===== src/rtl/coco_tc_multi_if.sv =====
// Register-port bundle for the coco_tc_multi timer/counter: word-addressed bus plus
// per-channel interrupt and PWM outputs.
interface coco_tc_multi_if #(
  parameter int unsigned NCH = 2
);
  logic [3:0]     Add;
  logic           We;
  logic [31:0]    Data_In;
  logic [31:0]    Data_Out;
  logic [NCH-1:0] Irq;
  logic [NCH-1:0] Pwm;
  logic           Out;

  modport master (
    output Add, We, Data_In,
    input  Data_Out, Irq, Pwm, Out
  );

  modport slave (
    input  Add, We, Data_In,
    output Data_Out, Irq, Pwm, Out
  );
endinterface


===== src/rtl/coco_tc_multi.sv =====
// Multi-channel prescaled down-counter peripheral: one-shot, auto-reload and PWM modes,
// W1C done status with per-channel interrupt mask and an OR'd interrupt output.
module coco_tc_multi #(
  parameter int unsigned NCH = 2,
  parameter int unsigned CW  = 32,
  parameter int unsigned PSW = 8
) (
  input logic             Clk,
  input logic             Reset,
  coco_tc_multi_if.slave  bus
);

  localparam int unsigned REG_CTRL   = 0;
  localparam int unsigned REG_PRESET = 1;
  localparam int unsigned REG_COUNT  = 2;
  localparam int unsigned REG_STATUS = 3;

  logic [1:0] sel_ch;
  logic [1:0] sel_reg;
  logic [3:0][31:0] rd_word [NCH];

  assign sel_ch  = bus.Add[3:2];
  assign sel_reg = bus.Add[1:0];

  for (genvar i = 0; i < NCH; i++) begin : g_ch
    logic           en;
    logic [1:0]     mode;
    logic           im;
    logic [PSW-1:0] psc_lim;
    logic [PSW-1:0] psc;
    logic [CW-1:0]  preset;
    logic [CW-1:0]  count;
    logic           done;

    logic hit;
    logic wr_ctrl;
    logic wr_preset;
    logic wr_count;
    logic clr_done;
    logic tick;
    logic reload;
    logic set_done;

    assign hit       = bus.We && (sel_ch == 2'(i));
    assign wr_ctrl   = hit && (sel_reg == 2'(REG_CTRL));
    assign wr_preset = hit && (sel_reg == 2'(REG_PRESET));
    assign wr_count  = hit && (sel_reg == 2'(REG_COUNT));
    assign clr_done  = hit && (sel_reg == 2'(REG_STATUS)) && bus.Data_In[0];

    assign tick     = en && (psc == psc_lim);
    assign reload   = (mode == 2'b01) || (mode == 2'b10);
    // A register write in the same cycle wins over the tick, including its DONE event.
    assign set_done = tick && !(wr_ctrl || wr_preset || wr_count) && (count == CW'(1));

    always_ff @(posedge Clk or posedge Reset) begin
      if (Reset) begin
        en      <= 1'b0;
        mode    <= 2'b00;
        im      <= 1'b0;
        psc_lim <= '0;
        psc     <= '0;
        preset  <= '0;
        count   <= '0;
        done    <= 1'b0;
      end else begin
        if (wr_ctrl) begin
          en      <= bus.Data_In[0];
          mode    <= bus.Data_In[2:1];
          im      <= bus.Data_In[3];
          psc_lim <= bus.Data_In[8+PSW-1:8];
        end

        if (wr_ctrl || wr_preset) begin
          psc <= '0;
        end else if (!wr_count && en) begin
          psc <= tick ? '0 : psc + PSW'(1);
        end

        if (wr_preset) begin
          preset <= bus.Data_In[CW-1:0];
          count  <= bus.Data_In[CW-1:0];
        end else if (wr_count) begin
          count <= bus.Data_In[CW-1:0];
        end else if (!wr_ctrl && tick) begin
          if (count != '0) begin
            count <= count - CW'(1);
          end else if (reload) begin
            count <= preset;
          end
        end

        done <= set_done || (done && !clr_done);
      end
    end

    assign bus.Irq[i] = done && im;
    assign bus.Pwm[i] = (mode == 2'b10) && en && (count > (preset >> 1));

    assign rd_word[i][REG_CTRL]   = (32'(psc_lim) << 8) | 32'({im, mode, en});
    assign rd_word[i][REG_PRESET] = 32'(preset);
    assign rd_word[i][REG_COUNT]  = 32'(count);
    assign rd_word[i][REG_STATUS] = 32'(done);
  end

  // Read mux; channels at or above NCH read as zero.
  always_comb begin
    bus.Data_Out = '0;
    for (int i = 0; i < NCH; i++) begin
      if (sel_ch == 2'(i)) begin
        bus.Data_Out = rd_word[i][sel_reg];
      end
    end
  end

  assign bus.Out = |bus.Irq;

endmodule

===== src/flat_wrapper.sv =====
// flat-port wrapper written by rule: the top's interface ports become plain ports
module coco_tc_multi_flat 
#(
  parameter int unsigned NCH = 2,
  parameter int unsigned CW  = 32,
  parameter int unsigned PSW = 8
)
  (Clk, Reset, bus_Add, bus_We, bus_Data_In, bus_Data_Out, bus_Irq, bus_Pwm, bus_Out);
  coco_tc_multi_if #(.NCH(NCH)) bus_i ();
  input logic Clk;
  input logic Reset;
  input wire logic [$bits(bus_i.Add)-1:0] bus_Add;
  input wire logic [$bits(bus_i.We)-1:0] bus_We;
  input wire logic [$bits(bus_i.Data_In)-1:0] bus_Data_In;
  output wire logic [$bits(bus_i.Data_Out)-1:0] bus_Data_Out;
  output wire logic [$bits(bus_i.Irq)-1:0] bus_Irq;
  output wire logic [$bits(bus_i.Pwm)-1:0] bus_Pwm;
  output wire logic [$bits(bus_i.Out)-1:0] bus_Out;
  assign bus_i.Add = bus_Add;
  assign bus_i.We = bus_We;
  assign bus_i.Data_In = bus_Data_In;
  assign bus_Data_Out = bus_i.Data_Out;
  assign bus_Irq = bus_i.Irq;
  assign bus_Pwm = bus_i.Pwm;
  assign bus_Out = bus_i.Out;
  coco_tc_multi #(.NCH(NCH), .CW(CW), .PSW(PSW)) u_core (.Clk(Clk), .Reset(Reset), .bus(bus_i));
endmodule

===== config.mk =====
export PLATFORM = sky130hd
export DESIGN_NAME = coco_tc_multi_flat
export DESIGN_NICKNAME = d
export VERILOG_FILES = /design/src/rtl/coco_tc_multi_if.sv /design/src/rtl/coco_tc_multi.sv /design/src/flat_wrapper.sv
export SDC_FILE = /design/constraint.sdc
export NUM_CORES = 1
export LEC_CHECK = 0
export CORE_ASPECT_RATIO = 1.1
export CORE_MARGIN = 5
export CORE_UTILIZATION = 65
export CTS_CLUSTER_SIZE = 25
export DETAILED_ROUTE_END_ITERATION = 10
export HOLD_SLACK_MARGIN = 0.02
export PLACE_DENSITY = 0.87
export SLEW_MARGIN = 25
export SYNTH_ARGS = -nofsm -noshare
export SYNTH_HDL_FRONTEND = slang
export SYNTH_SLANG_ARGS = --single-unit

===== constraint.sdc =====
create_clock -name Clk -period 15.45 [get_ports Clk]
set_input_delay 3.09 -clock Clk [delete_from_list [all_inputs] [get_ports Clk]]
set_output_delay 3.09 -clock Clk [all_outputs]
set_load 0.01 [all_outputs]

=== Word-level counts from Yosys, hierarchy flattened ===
Index checks and enable logic that the tools add are counted.

* Add/subtract/negate cells: 4
* Order comparisons: 3
* Eq/ne operators: 12
* Multiplexer cells: 22
* Bitwise operators: 2
* Reduce and logical (&&, ||, !) cells: 59

{| class="wikitable"
|+ Operator list
! operator !! count
|-
| 2-to-1 mux 32 bit || 14
|-
| binary-select mux 32 bit (select 2 bit) || 2
|-
| == test 32 x 1 -> 1 bit (second input constant) || 2
|-
| > comparator 32 x 31 -> 1 bit || 2
|-
| nonzero test 32 bit || 2
|-
| subtractor 32 x 1 -> 32 bit (second input constant) || 2
|-
| 2-to-1 mux 8 bit || 6
|-
| OR 16 x 4 -> 16 bit || 2
|-
| logical AND 1 bit || 30
|-
| adder 8 x 1 -> 8 bit (second input constant) || 2
|-
| == test 8 bit || 2
|-
| == test 2 x 1 -> 1 bit (second input constant) || 4
|-
| == test 2 bit (second input constant) || 4
|-
| logical NOT 1 bit || 8
|-
| logical OR 1 bit || 8
|-
| nonzero test 4 bit || 2
|-
| nonzero test 3 bit || 2
|-
| logical NOT 2 bit || 2
|-
| AND reduction 2 bit || 2
|-
| nonzero test 2 bit || 2
|-
| < comparator 2 x 3 -> 1 bit (second input constant) || 1
|-
| OR reduction 2 bit || 1
|}

* Flip-flop bits (word level): 170
* Bits of input ports: 39
* Output and inout port bits: 37
* Logic and storage cells: 118

=== Depth between registers and ports, before layout ===
* Depth in word-level cells: 9
* Depth in mapped cells: 11
* Gate-level depth less buffers: 8

=== Least setup slack after synthesis ===
No wires, ideal clock.

* Path type: input -> output
* Start point: in bus_Add[1]
* End point: out bus_Data_Out[8]
* Arrival: 4.890 ns
* Data required time: 12.360 ns
* Slack: 7.470 ns
* Stages: 7
* Cells stage by stage: clkbuf_1 buf_1 buf_1 mux2i_1 o22ai_1 nor2_1 a211oi_1

* Cells in the longest elaborated chain, start to end: 4
* Elaborated cells between the ends (all ways): 6
* Classes of those cells: 6 x mux

{| class="wikitable"
|+ Ends and longest elaborated chain
! element !! line !! source
|-
| start: declaration || flat_wrapper.sv:12 || <nowiki>input wire logic [$bits(bus_i.Add)-1:0] bus_Add;</nowiki>
|-
| binary-select mux 32 bit (select 2 bit) || coco_tc_multi.sv:110 || <nowiki>bus.Data_Out = rd_word[i][sel_reg];</nowiki>
|-
| 2-to-1 mux 32 bit (not written as such) || coco_tc_multi.sv:110 ||
|-
| 2-to-1 mux 32 bit || coco_tc_multi.sv:109 || <nowiki>if (sel_ch == 2'(i)) begin</nowiki>
|-
| 2-to-1 mux 32 bit (*) || coco_tc_multi.sv:109 ||
|-
| end: declaration || flat_wrapper.sv:15 || <nowiki>output wire logic [$bits(bus_i.Data_Out)-1:0] bus_Data_Out;</nowiki>
|}

Mark *: on every way between the ends. The rest lies on a longest branch, timed or not. The select of a mux whose other input is x is not followed.

=== Worst setup path after layout ===
* Start point: in bus_Add[2]
* End point: out bus_Data_Out[5]

* Cells in the longest elaborated chain, start to end: 3
* Elaborated cells between the ends (all ways): 4
* Classes of those cells: 1 x eq/ne; 2 x mux; 1 x reduce/logical

{| class="wikitable"
|+ Ends and longest elaborated chain
! element !! line
|-
| logical NOT 2 bit || coco_tc_multi.sv:109
|-
| 2-to-1 mux 32 bit || coco_tc_multi.sv:109
|-
| 2-to-1 mux 32 bit (*) || coco_tc_multi.sv:109
|}

Mark *: on every way between the ends. The rest lies on a longest branch, timed or not.

==> metrics.csv <==
stage,metric,value,unit
outcome,status,completed,
power,combPwrFrac,36.5,%
logic_synthesis,synth.cell_area,0.0119,mm²
timing,maxSlewViolCount,0,
final_layout,seqCellArea,0.00425,mm²
timing,relSlewSlack,29.7,%
die,die_w,139,µm
power,switching_power,830,µW
logic_synthesis,yosys_warnings,0,
grt,grt_max_degree,101,
timing,worst_slew_pin_slew,1.05,ns
route,dr.pass1.iters,7,
grt,grt_pass1_wl,63100,µm
clock_network,tritoncts.num_buffers,17,
clock_network,cts_tree,built,
clock_network,clock_path_buffers,2,
power,power_frac_seq,41.3,%
final_layout,fin_area,0.0134,mm²
logic_synthesis,ys_ff_latch,170,
logic_synthesis,postSynth.asyncResetShare,100,%
final_layout,syn2layout_area_growth,12.3,%
grt,overflow,0,
timing,period_share,58.6,%
timing,skew,0.00825,ns
die,io_pins,76,
place,postPlaceCellArea,0.0127,mm²
route,drc,0,
grt,antenna_found_initial,0,
power,p_int,1140,µW
route,via_count,11900,
power,p_leak,0.00559,µW
timing,holdWs,0.505,ns
logic_synthesis,yosysUniqueCellTypes,72,
power,p_sw_share,42.1,%
clock_network,cts_sinks,170,
route,wirelength,39700,µm
place,gp_congestion,1.00,
critical_path,cp_max_fo,28,
logic_synthesis,ys.flop_type,dfrtp_1,
timing,final.setup.tns,0,ns
logic_synthesis,synth_top_cell_by_area,dfrtp_1,
final_layout,final_common_cell,dfrtp_1,
critical_path,critPathKind,primary input to primary output,
clock_network,h-tree-depth,4,
final_layout,drive_gt1_share,10.1,%
timing,final_hold_viol_count,0,
power,irDropWorstVdd,0.0000919,V
clock_network,cts_setup_buffers,0,
logic_synthesis,ys_seq_area_share,35.8,%
logic_synthesis,synth_top_area_share,35.8,%
route,drt_iter0_markers,2066,
min_path,min_path_type,register to register,
place,dp_hpwl,27500,µm
route,ant_nets,0,
place,numPortBuffers,75,
die,initial_core_util,66.5,%
logic_synthesis,synthCells,1347,
critical_path,cp.required,12.36,ns
power,power.total,1970,µW
logic_synthesis,avgSynthCellArea,8.83,µm²
run,cap_violations,0,
power,powerDensity,148,mW/mm²
grt,grt_pass1_vias,11200,
route,viasPerCell,7.31,
critical_path,critPathLaunchType,primary input,
final_layout,finish.utilization,74.7,%
die,die_h,152,µm
die,dieArea,0.0211,mm²
critical_path,end_kind,primary output,
clock_network,cts_resized,0,
timing,min_period,9.05,ns
logic_synthesis,yosys-top-cells-area,"dfrtp_1, ha_1, mux2_2, o21ai_0, a21oi_1",
timing,grt_setup_unrepaired,false,
logic_synthesis,synth_nets,1456,
clock_network,cts_hold_buf,0,
power,p_clk_share,22.2,%
final_layout,nFillCells,1288,
clock_network,clkTransAtPathRegs,0.07,ns
final_layout,antenna_cells,0,
final_layout,multi_input_area,0.00706,mm²
critical_path,worstPathArrival,5.96,ns
timing,fmax,111,MHz
die,coreArea,0.0179,mm²
clock_network,insertion_delay,0.44,ns
logic_synthesis,synth_edf_count,0,
final_layout,nNetsFinal,1488,
die,rows,51,
grt,gr-usage-all-layers,36.9,%
final_layout,final_cell_mix,"dfrtp_1, nand2_1, o21ai_0, nor2_1, inv_1",
route,drt-wirelength-per-cell,24.3,µm
timing,setup_violations,0,
clock_network,cts_root_buf,clkbuf_16,
## routing by layer
layer  up-vias  wire length [µm]  track usage, %
met5         -                 0               0
met2       962             18200            57.6
met4         0              2000            16.9
met3       202              4970            8.22
met1      5613             14500            49.4
li1       5131                 -               -
## state kept, by name, summed over array words and instances (netlist names)
| name | flops |
|---|---|
| u_core.g_ch.psc_lim | 16 |
| u_core.g_ch.preset | 64 |
| u_core.g_ch.im | 2 |
| u_core.g_ch.psc | 16 |
| u_core.g_ch.mode | 4 |
| u_core.g_ch.en | 2 |
| u_core.g_ch.count | 64 |
| u_core.g_ch.done | 2 |
## worst max-delay path, stage by stage
cell	delay (ns)
clkdlybuf4s50_1	1.04
nand2b_1	0.69
o22ai_1	0.51
clkdlybuf4s50_1	0.61
## cells by family after synthesis
kind of cell	Yosys count	synth area share, %
buffers and inverters	152	5.09
xor gates and xnor gates	37	2.73
AOI/OAI and AO/OA	407	22.6
and+or+nand+nor	428	18.7
muxes	83	7.77
DFF	170	35.8
adders and majority gates	70	7.37
## stage by stage
step,setup WS [ns],cells
floorplan,7.47,1347
global placement,6.51,1597
detailed placement,6.39,1597
CTS,6.39,1629
global route,6.25,1630
finish,6.40,1630
## layout make-up
| cell class | count | share of cell area, % |
|---|---|---|
| multi-input cells | 1025 | 52.9 |
| flip-flops and latches | 170 | 31.9 |
| repair buffers | 89 | 6.46 |
| clock buffers | 17 | 3.19 |
| well taps | 238 | 2.23 |
| inverters | 76 | 2.19 |
| clock inverters | 15 | 1.22 |
## power by group through the flow
stage	logic (µW)	clock network, µW	registers [µW]
6_report	720	437	814
5_1_grt	798	455	821
3_3_place_gp	658	0	801
2_1_floorplan	539	0	703
4_1_cts	701	436	794
3_5_place_dp	693	0	798
## synth_stat cells (4+ instances only)
cell type	instances
a211o_1	5
a211oi_1	23
a21o_1	21
a21oi_1	74
a21oi_2	4
a221o_1	17
a22o_1	15
a22oi_1	46
a31oi_1	19
and2_1	5
and3_1	11
and4_1	4
buf_1	4
buf_2	8
clkbuf_1	60
dfrtp_1	170
ha_1	70
inv_1	76
mux2_2	54
mux2i_1	27
nand2_1	96
nand2b_1	6
nand3_1	39
nand4_1	41
nor2_1	92
nor2b_1	16
nor3_1	46
nor4_1	16
nor4_2	5
o211ai_1	7
o21a_1	5
o21ai_0	91
o22ai_1	34
o31ai_1	17
or2_2	9
or3_1	11
or4_1	14
xnor2_1	27
xor2_1	10
## final timing paths
| check | endpoint | from | slack, ns | cells past startpoint |
|---|---|---|---|---|
| max reg2reg | u_core.g_ch[1].count[27] | u_core.g_ch[1].count[8] | 11.76 | 6 |
| max | bus_Data_Out[5] | bus_Add[2] | 6.40 | 4 |
| min reg2reg | u_core.g_ch[1].im | u_core.g_ch[1].im | 0.51 | 2 |
| min in group asynchronous | u_core.g_ch[0].count[23] | Reset | 3.20 | 2 |
| min | u_core.g_ch[1].im | u_core.g_ch[1].im | 0.51 | 2 |
| max in group asynchronous | u_core.g_ch[1].preset[18] | Reset | 10.81 | 3 |
Power figures use the tool's default switching activity.
